File: src/rtl/nt_bist_pkg.sv
// Shared types, constants and step functions for the Nt subcircuit BIST sequencer.
// The LFSR and MISR update rules live here so every user applies the same polynomial.
package nt_bist_pkg;

  typedef enum logic [1:0] {
    ST_IDLE  = 2'd0,
    ST_RUN   = 2'd1,
    ST_DRAIN = 2'd2,
    ST_DONE  = 2'd3
  } bist_state_t;

  localparam int              SIG_W        = 16;
  localparam logic [SIG_W-1:0] MISR_POLY   = 16'h1021;
  // Fibonacci taps at bits 15, 13, 12 and 10
  localparam logic [15:0]     LFSR_TAPS    = 16'hB400;
  localparam logic [15:0]     DEFAULT_SEED = 16'hACE1;

  function automatic logic [15:0] lfsr_step(input logic [15:0] q);
    return {q[14:0], ^(q & LFSR_TAPS)};
  endfunction

  function automatic logic [SIG_W-1:0] misr_step(input logic [SIG_W-1:0] s, input logic d);
    return ({s[SIG_W-2:0], 1'b0} ^ (s[SIG_W-1] ? MISR_POLY : {SIG_W{1'b0}}))
           ^ {{(SIG_W-1){1'b0}}, d};
  endfunction

  // An all-zero LFSR would lock up, so a zero seed falls back to the default.
  function automatic logic [15:0] seed_fix(input logic [15:0] s);
    return (s == 16'h0000) ? DEFAULT_SEED : s;
  endfunction

endpackage

File: src/rtl/nt_subckt_bist_ctrl_if.sv
// Harness-facing bundle of the BIST sequencer: run control, subcircuit drive/response, results.
// Control is level-sampled on the rising clock (start/abort); done is a one-cycle strobe.
interface nt_subckt_bist_ctrl_if #(
  parameter int N_VEC = 1000
);
  import nt_bist_pkg::*;

  localparam int CW = $clog2(N_VEC + 1);

  logic              start;
  logic              abort;
  logic [SIG_W-1:0]  golden_sig;
  logic              dut_out;
  logic [2:0]        dut_in;
  logic              busy;
  logic              done;
  logic              pass;
  logic [SIG_W-1:0]  signature;
  logic [CW-1:0]     vec_cnt;
  logic [CW-1:0]     ones_cnt;
  bist_state_t       dbg_state;

  modport master (
    output start, abort, golden_sig, dut_out,
    input  dut_in, busy, done, pass, signature, vec_cnt, ones_cnt, dbg_state
  );

  modport slave (
    input  start, abort, golden_sig, dut_out,
    output dut_in, busy, done, pass, signature, vec_cnt, ones_cnt, dbg_state
  );

endinterface

File: src/rtl/nt_bist_misr.sv
// 16-bit serial-input MISR compacting the one-bit subcircuit response stream.
// clear has priority over en so a new run always starts from a zero signature.
module nt_bist_misr
  import nt_bist_pkg::*;
(
  input  logic             clk_i,
  input  logic             rst_ni,
  input  logic             clear_i,
  input  logic             en_i,
  input  logic             data_i,
  output logic [SIG_W-1:0] sig_o
);

  logic [SIG_W-1:0] sig_q, sig_d;

  always_comb begin
    sig_d = sig_q;
    if (clear_i) begin
      sig_d = '0;
    end else if (en_i) begin
      sig_d = misr_step(sig_q, data_i);
    end
  end

  always_ff @(posedge clk_i) begin
    if (!rst_ni) begin
      sig_q <= '0;
    end else begin
      sig_q <= sig_d;
    end
  end

  assign sig_o = sig_q;

endmodule

File: src/rtl/nt_subckt_bist_ctrl.sv
// BIST sequencer: LFSR stimulus for N_VEC vectors, LATENCY-aligned response capture into a MISR,
// ones counting, and a pass/fail verdict against the harness-supplied golden signature.
module nt_subckt_bist_ctrl
  import nt_bist_pkg::*;
#(
  parameter int          N_VEC   = 1000,
  parameter int          LATENCY = 2,
  parameter logic [15:0] SEED    = 16'hACE1
) (
  input  logic                 I1470_clk,
  input  logic                 I1477_rst,
  nt_subckt_bist_ctrl_if.slave bus
);

  localparam int            CW         = $clog2(N_VEC + 1);
  localparam int            DW         = (LATENCY > 1) ? $clog2(LATENCY) : 1;
  localparam logic [15:0]   SEED_EFF   = seed_fix(SEED);
  localparam logic [CW-1:0] LAST_VEC   = CW'(N_VEC - 1);
  localparam logic [DW-1:0] LAST_DRAIN = DW'(LATENCY - 1);

  bist_state_t        state_q, state_d;
  logic [15:0]        lfsr_q, lfsr_d, lfsr_nxt;
  logic [2:0]         dut_in_q, dut_in_d;
  logic [CW-1:0]      vec_cnt_q, vec_cnt_d;
  logic [CW-1:0]      ones_cnt_q, ones_cnt_d;
  logic               pass_q, pass_d;
  logic [DW-1:0]      drain_q, drain_d;
  logic [LATENCY-1:0] pipe_q, pipe_d;
  logic [SIG_W-1:0]   sig_q, sig_nxt;

  logic busy_c, done_c, load_run, in_run, stop, enter_done, capture;

  // ---------------------------------------------------------------- FSM state register
  always_ff @(posedge I1470_clk) begin
    if (!I1477_rst) begin
      state_q <= ST_IDLE;
    end else begin
      state_q <= state_d;
    end
  end

  // ---------------------------------------------------------------- FSM next state
  always_comb begin
    state_d = state_q;
    case (state_q)
      ST_IDLE: begin
        if (bus.start && !bus.abort) state_d = ST_RUN;
      end
      ST_RUN: begin
        if (bus.abort)                   state_d = ST_IDLE;
        else if (vec_cnt_q == LAST_VEC)  state_d = ST_DRAIN;
      end
      ST_DRAIN: begin
        if (bus.abort)                   state_d = ST_IDLE;
        else if (drain_q == LAST_DRAIN)  state_d = ST_DONE;
      end
      ST_DONE: state_d = ST_IDLE;
      default: state_d = ST_IDLE;
    endcase
  end

  // ---------------------------------------------------------------- FSM outputs / controls
  always_comb begin
    busy_c     = 1'b0;
    done_c     = 1'b0;
    load_run   = 1'b0;
    in_run     = 1'b0;
    stop       = 1'b0;
    enter_done = 1'b0;
    case (state_q)
      ST_IDLE: load_run = bus.start && !bus.abort;
      ST_RUN: begin
        busy_c = 1'b1;
        in_run = 1'b1;
        stop   = bus.abort;
      end
      ST_DRAIN: begin
        busy_c     = 1'b1;
        stop       = bus.abort;
        enter_done = !bus.abort && (drain_q == LAST_DRAIN);
      end
      ST_DONE: done_c = 1'b1;
      default: ;
    endcase
  end

  // ---------------------------------------------------------------- datapath next state
  always_comb begin
    lfsr_nxt   = lfsr_step(lfsr_q);
    sig_nxt    = misr_step(sig_q, bus.dut_out);
    capture    = pipe_q[LATENCY-1] && !stop;

    lfsr_d     = lfsr_q;
    dut_in_d   = dut_in_q;
    vec_cnt_d  = vec_cnt_q;
    ones_cnt_d = ones_cnt_q;
    pass_d     = pass_q;
    drain_d    = '0;

    pipe_d[0] = in_run;
    for (int i = 1; i < LATENCY; i++) begin
      pipe_d[i] = pipe_q[i-1];
    end

    if (load_run) begin
      lfsr_d     = SEED_EFF;
      dut_in_d   = SEED_EFF[2:0];
      vec_cnt_d  = '0;
      ones_cnt_d = '0;
      pass_d     = 1'b0;
    end

    // The vector on dut_in this cycle counts as applied, even on an aborting edge.
    if (in_run) begin
      lfsr_d    = lfsr_nxt;
      vec_cnt_d = vec_cnt_q + CW'(1);
      dut_in_d  = (vec_cnt_q == LAST_VEC) ? 3'b000 : lfsr_nxt[2:0];
    end

    if (state_q == ST_DRAIN) drain_d = drain_q + DW'(1);

    if (capture && bus.dut_out) ones_cnt_d = ones_cnt_q + CW'(1);

    // The last response is captured on the same edge that enters DONE.
    if (enter_done) pass_d = ((capture ? sig_nxt : sig_q) == bus.golden_sig);

    if (stop) begin
      dut_in_d = '0;
      pass_d   = 1'b0;
      pipe_d   = '0;
    end
  end

  // ---------------------------------------------------------------- datapath registers
  always_ff @(posedge I1470_clk) begin
    if (!I1477_rst) begin
      lfsr_q     <= SEED_EFF;
      dut_in_q   <= '0;
      vec_cnt_q  <= '0;
      ones_cnt_q <= '0;
      pass_q     <= 1'b0;
      drain_q    <= '0;
      pipe_q     <= '0;
    end else begin
      lfsr_q     <= lfsr_d;
      dut_in_q   <= dut_in_d;
      vec_cnt_q  <= vec_cnt_d;
      ones_cnt_q <= ones_cnt_d;
      pass_q     <= pass_d;
      drain_q    <= drain_d;
      pipe_q     <= pipe_d;
    end
  end

  nt_bist_misr u_misr (
    .clk_i   (I1470_clk),
    .rst_ni  (I1477_rst),
    .clear_i (load_run),
    .en_i    (capture),
    .data_i  (bus.dut_out),
    .sig_o   (sig_q)
  );

  assign bus.dut_in    = dut_in_q;
  assign bus.busy      = busy_c;
  assign bus.done      = done_c;
  assign bus.pass      = pass_q;
  assign bus.signature = sig_q;
  assign bus.vec_cnt   = vec_cnt_q;
  assign bus.ones_cnt  = ones_cnt_q;
  assign bus.dbg_state = state_q;

endmodule

File: src/flat_wrapper.sv
// flat-port wrapper written by rule: the top's interface ports become plain ports
module nt_subckt_bist_ctrl_flat import nt_bist_pkg::*;
#(
  parameter int          N_VEC   = 1000,
  parameter int          LATENCY = 2,
  parameter logic [15:0] SEED    = 16'hACE1
)
  (I1470_clk, I1477_rst, bus_start, bus_abort, bus_golden_sig, bus_dut_out, bus_dut_in, bus_busy, bus_done, bus_pass, bus_signature, bus_vec_cnt, bus_ones_cnt, bus_dbg_state);
  nt_subckt_bist_ctrl_if #(.N_VEC(N_VEC)) bus_i ();
  input  logic I1470_clk;
  input  logic I1477_rst;
  input wire logic [$bits(bus_i.start)-1:0] bus_start;
  input wire logic [$bits(bus_i.abort)-1:0] bus_abort;
  input wire logic [$bits(bus_i.golden_sig)-1:0] bus_golden_sig;
  input wire logic [$bits(bus_i.dut_out)-1:0] bus_dut_out;
  output wire logic [$bits(bus_i.dut_in)-1:0] bus_dut_in;
  output wire logic [$bits(bus_i.busy)-1:0] bus_busy;
  output wire logic [$bits(bus_i.done)-1:0] bus_done;
  output wire logic [$bits(bus_i.pass)-1:0] bus_pass;
  output wire logic [$bits(bus_i.signature)-1:0] bus_signature;
  output wire logic [$bits(bus_i.vec_cnt)-1:0] bus_vec_cnt;
  output wire logic [$bits(bus_i.ones_cnt)-1:0] bus_ones_cnt;
  output wire logic [$bits(bus_i.dbg_state)-1:0] bus_dbg_state;
  assign bus_i.start = bus_start;
  assign bus_i.abort = bus_abort;
  assign bus_i.golden_sig = bus_golden_sig;
  assign bus_i.dut_out = bus_dut_out;
  assign bus_dut_in = bus_i.dut_in;
  assign bus_busy = bus_i.busy;
  assign bus_done = bus_i.done;
  assign bus_pass = bus_i.pass;
  assign bus_signature = bus_i.signature;
  assign bus_vec_cnt = bus_i.vec_cnt;
  assign bus_ones_cnt = bus_i.ones_cnt;
  assign bus_dbg_state = bus_i.dbg_state;
  nt_subckt_bist_ctrl #(.N_VEC(N_VEC), .LATENCY(LATENCY), .SEED(SEED)) u_core (.I1470_clk(I1470_clk), .I1477_rst(I1477_rst), .bus(bus_i));
endmodule
File: config.mk
export PLATFORM = sky130hd
export DESIGN_NAME = nt_subckt_bist_ctrl_flat
export DESIGN_NICKNAME = d
export VERILOG_FILES = /design/src/rtl/nt_bist_pkg.sv /design/src/rtl/nt_subckt_bist_ctrl_if.sv /design/src/rtl/nt_bist_misr.sv /design/src/rtl/nt_subckt_bist_ctrl.sv /design/src/flat_wrapper.sv
export SDC_FILE = /design/constraint.sdc
export NUM_CORES = 1
export LEC_CHECK = 0
export CORE_ASPECT_RATIO = 1.75
export CORE_MARGIN = 2
export CORE_UTILIZATION = 44
export CTS_BUF_LIST = sky130_fd_sc_hd__clkbuf_4 sky130_fd_sc_hd__clkbuf_8 sky130_fd_sc_hd__clkbuf_16
export DETAILED_ROUTE_END_ITERATION = 7
export GPL_TIMING_DRIVEN = 0
export PLACE_DENSITY = 0.73
export SYNTH_ARGS = -nofsm -noshare
export SYNTH_HDL_FRONTEND = slang
export SYNTH_HIERARCHICAL = 1
export SYNTH_SLANG_ARGS = --single-unit
File: constraint.sdc
create_clock -name I1470_clk -period 2.8 [get_ports I1470_clk]
set_clock_uncertainty 0.1 [all_clocks]
set_input_delay 0.56 -clock I1470_clk [delete_from_list [all_inputs] [get_ports I1470_clk]]
set_output_delay 0.56 -clock I1470_clk [all_outputs]
set_load 0.01 [all_outputs]
==> impl_metrics.py <==
metrics = {
    "timing": {
        "rsz0062_at_grt": "false",
        "maxSlewViolCount": 0,
        "fmax_mhz": 397,
        "setup_viol": 0,
        "max_slew_margin_pct": 63.7,
        "period_needed_ns": 2.52,
        "worstMarginPinSlew_ns": 0.545,
        "hold_viol": 0,
        "post-route-period-util_pct": 90.1,
    },
    "die": {
        "rows": 41,
        "start_util_pct": 44.8,
        "die_w_um": 68.4,
        "num_io_pins": 65,
        "die_h_um": 117,
        "coreArea_sq_mm": 0.00713,
        "die_area_sq_mm": 0.00798,
    },
    "final_layout": {
        "drive_gt1_share_pct": 6.93,
        "fillers": 660,
        "nNetsFinal": 485,
        "multiInputGateArea_sq_mm": 0.00180,
        "diodes": 0,
        "fin_util_pct": 60.0,
        "seq_area_sq_mm": 0.00122,
        "area_growth_pct": 34.0,
        "postLayoutCellArea_sq_mm": 0.00428,
    },
    "synth": {
        "async_reset_ff_share_pct": 0,
        "avgSynthCellArea_sq_um": 8.33,
        "synth-seq-area-share_pct": 38.3,
        "syn_area_sq_mm": 0.00319,
        "synth-edff-count": 0,
        "yosysWarningCount": 6,
        "synth_cells": 383,
        "yosysTopAreaCellShare_pct": 38.3,
        "synth_top_area_cell": "dfxtp_1",
        "synth_seq_cells": 61,
        "netlist_top_cells_area": "dfxtp_1, o21ai_0, mux2i_1",
        "synth_nets": 410,
        "yosys-top-cells-count": "dfxtp_1, o21ai_0, nand2_1",
        "synthFlopType": "dfxtp_1",
        "yosys.cell_count.top_type": "dfxtp_1",
        "synth_cell_types": 52,
    },
    "drt": {
        "drt-total-wl_um": 8560,
        "drtAntennaViolNets": 0,
        "vias": 3068,
        "wl_per_cell_um": 15.6,
        "firstDrtPassIters": 5,
        "drtIter0Drc": 176,
        "drt-vias-per-instance": 5.60,
        "drc": 0,
    },
    "clocking": {
        "postCtsSetupBuffers": 0,
        "cts_resized": 0,
        "cts_hold_buffers": 0,
        "cts_buffer_depth": 2,
        "cts_root_buf": "clkbuf_16",
        "cts_max_level": 3,
        "cts_tree": "done",
        "cts_num_sinks": 61,
        "clk_pin_slew_ns": 0.06,
        "clkLatencyLatePin_ns": 0.33,
        "cts_buffers": 9,
    },
    "grt": {
        "grt_pass1_vias": 3030,
        "antenna_found_initial": 0,
        "grt_use_total_pct": 23.5,
        "grt_max_degree": 11,
        "grt_pass1_wl_um": 14000,
        "overflow": 0,
    },
    "power_and_ir_drop": {
        "peakVddDrop_mv": 0.349,
        "power_leakage_uw": 0.00155,
        "power_density_mw_per_mm2": 619,
    },
    "worst_setup_path": {
        "critPathRequiredTime_ns": 2.92,
        "crit_arrival_ns": 2.64,
        "start_kind": "input port",
        "worstPathMaxFanout": 10,
        "reg2reg_from": "u_core/bus.dbg_state[0]",
        "worstSetupPathType": "input port to flop",
        "cp-startpoint": "bus_abort",
        "end_kind": "flop",
    },
    "status": {
        "status": "finished, final reports clean",
    },
    "placed_design": {
        "dp.final_hpwl_um": 6370,
        "dpl_cell_area_sq_mm": 0.00394,
        "port_buffers": 64,
        "gp_congestion": 0.905,
    },
    "job": {
        "max_cap_viol_count": 0,
    },
    "hold_path": {
        "hp-start": "u_core/pipe_q[0]",
        "hp-class": "flop to flop",
    },
}
final timing paths:
path                                                to  slack [ns]  cells past startpoint
worst min register to register        u_core/pipe_q[1]        0.38                      1
worst max-delay path            u_core/u_misr/sig_o[4]        0.28                      9
worst max register to register         u_core/bus.pass        0.43                     11
worst min-delay path                  u_core/pipe_q[1]        0.38                      1
cell families after synthesis:
group,synth area share (%)
AO/OA/AOI/OAI,18.7
XOR/XNOR,7.68
adder cells (fa/ha/maj),2.35
buffers and inverters,5.21
flip-flops,38.3
multiplexers,4.39
AND/OR/NAND/NOR,23.4
layout by cell type, fill, tap and decap left out, drive strengths merged, types with 7 or more instances in the layout:
cell,count
clkdlybuf4s50,64
inv,16
mux2i,14
nor2b,14
and2,16
clkbuf,23
xor2,12
nand2,39
a21oi,13
nand3,13
xnor2,16
a31oi,7
dfxtp,61
nor2,33
nor3,12
o21ai,40
power by group:
part,total (uW),switching (uW),internal (uW),leakage [uW]
registers,959,41.1,918,0.000494
logic,427,233,194,0.000897
clock network,1260,378,883,0.000163
total,2650,652,2000,0.00155
state kept, by name, summed over array words and instances, names as in the netlist:
name                  flops
u_core/bus.dbg_state      2
u_core/bus.vec_cnt       10
u_core/bus.ones_cnt      10
u_core/bus.pass           1
u_core/bus.dut_in         3
u_core/u_misr/sig_o      16
u_core/drain_q            1
u_core/pipe_q             2
u_core/lfsr_q            16
through the flow:
step	instances	total power, uW	hold slack [ns]	TNS [ns]	setup slack (ns)
6_report	548	2650	0.378	0	0.279
5_1_grt	548	2750	0.407	0	0.122
4_1_cts	548	2660	0.379	0	0.297
2_1_floorplan	383	1240	0.337	0	0.684
3_5_place_dp	533	1400	0.362	-0.391	-0.0427
3_3_place_gp	533	1390	0.350	-0.0575	-0.00676
area by class of cell:
type / count / area share (%)
flip-flops and latches: 61 / 28.5
multi-input cells: 288 / 42.2
well taps: 86 / 2.52
plain buffers: 18 / 2.43
clock buffers: 11 / 5.62
repair buffers: 64 / 15.0
clock inverters: 4 / 2.28
inverters: 16 / 1.46
metal layers:
layer | vias to the layer above | global-route usage [%] | routed length (um)
li1 | 1491 | - | -
met1 | 1447 | 23.6 | 3190
met2 | 105 | 42.9 | 4710
met3 | 25 | 5.39 | 393
met4 | 0 | 12.1 | 271
met5 | - | 0 | 0
worst max-delay path: stages:
cell and delay (ns):
clkdlybuf4s50_1 0.52, inv_1 0.16, nand3_1 0.22, inv_1 0.18, clkbuf_1 0.39, nand2b_1 0.17
buf_2 0.21, buf_6 0.17, nor2_1 0.05
No activity file was read; power rests on OpenSTA's default activity.
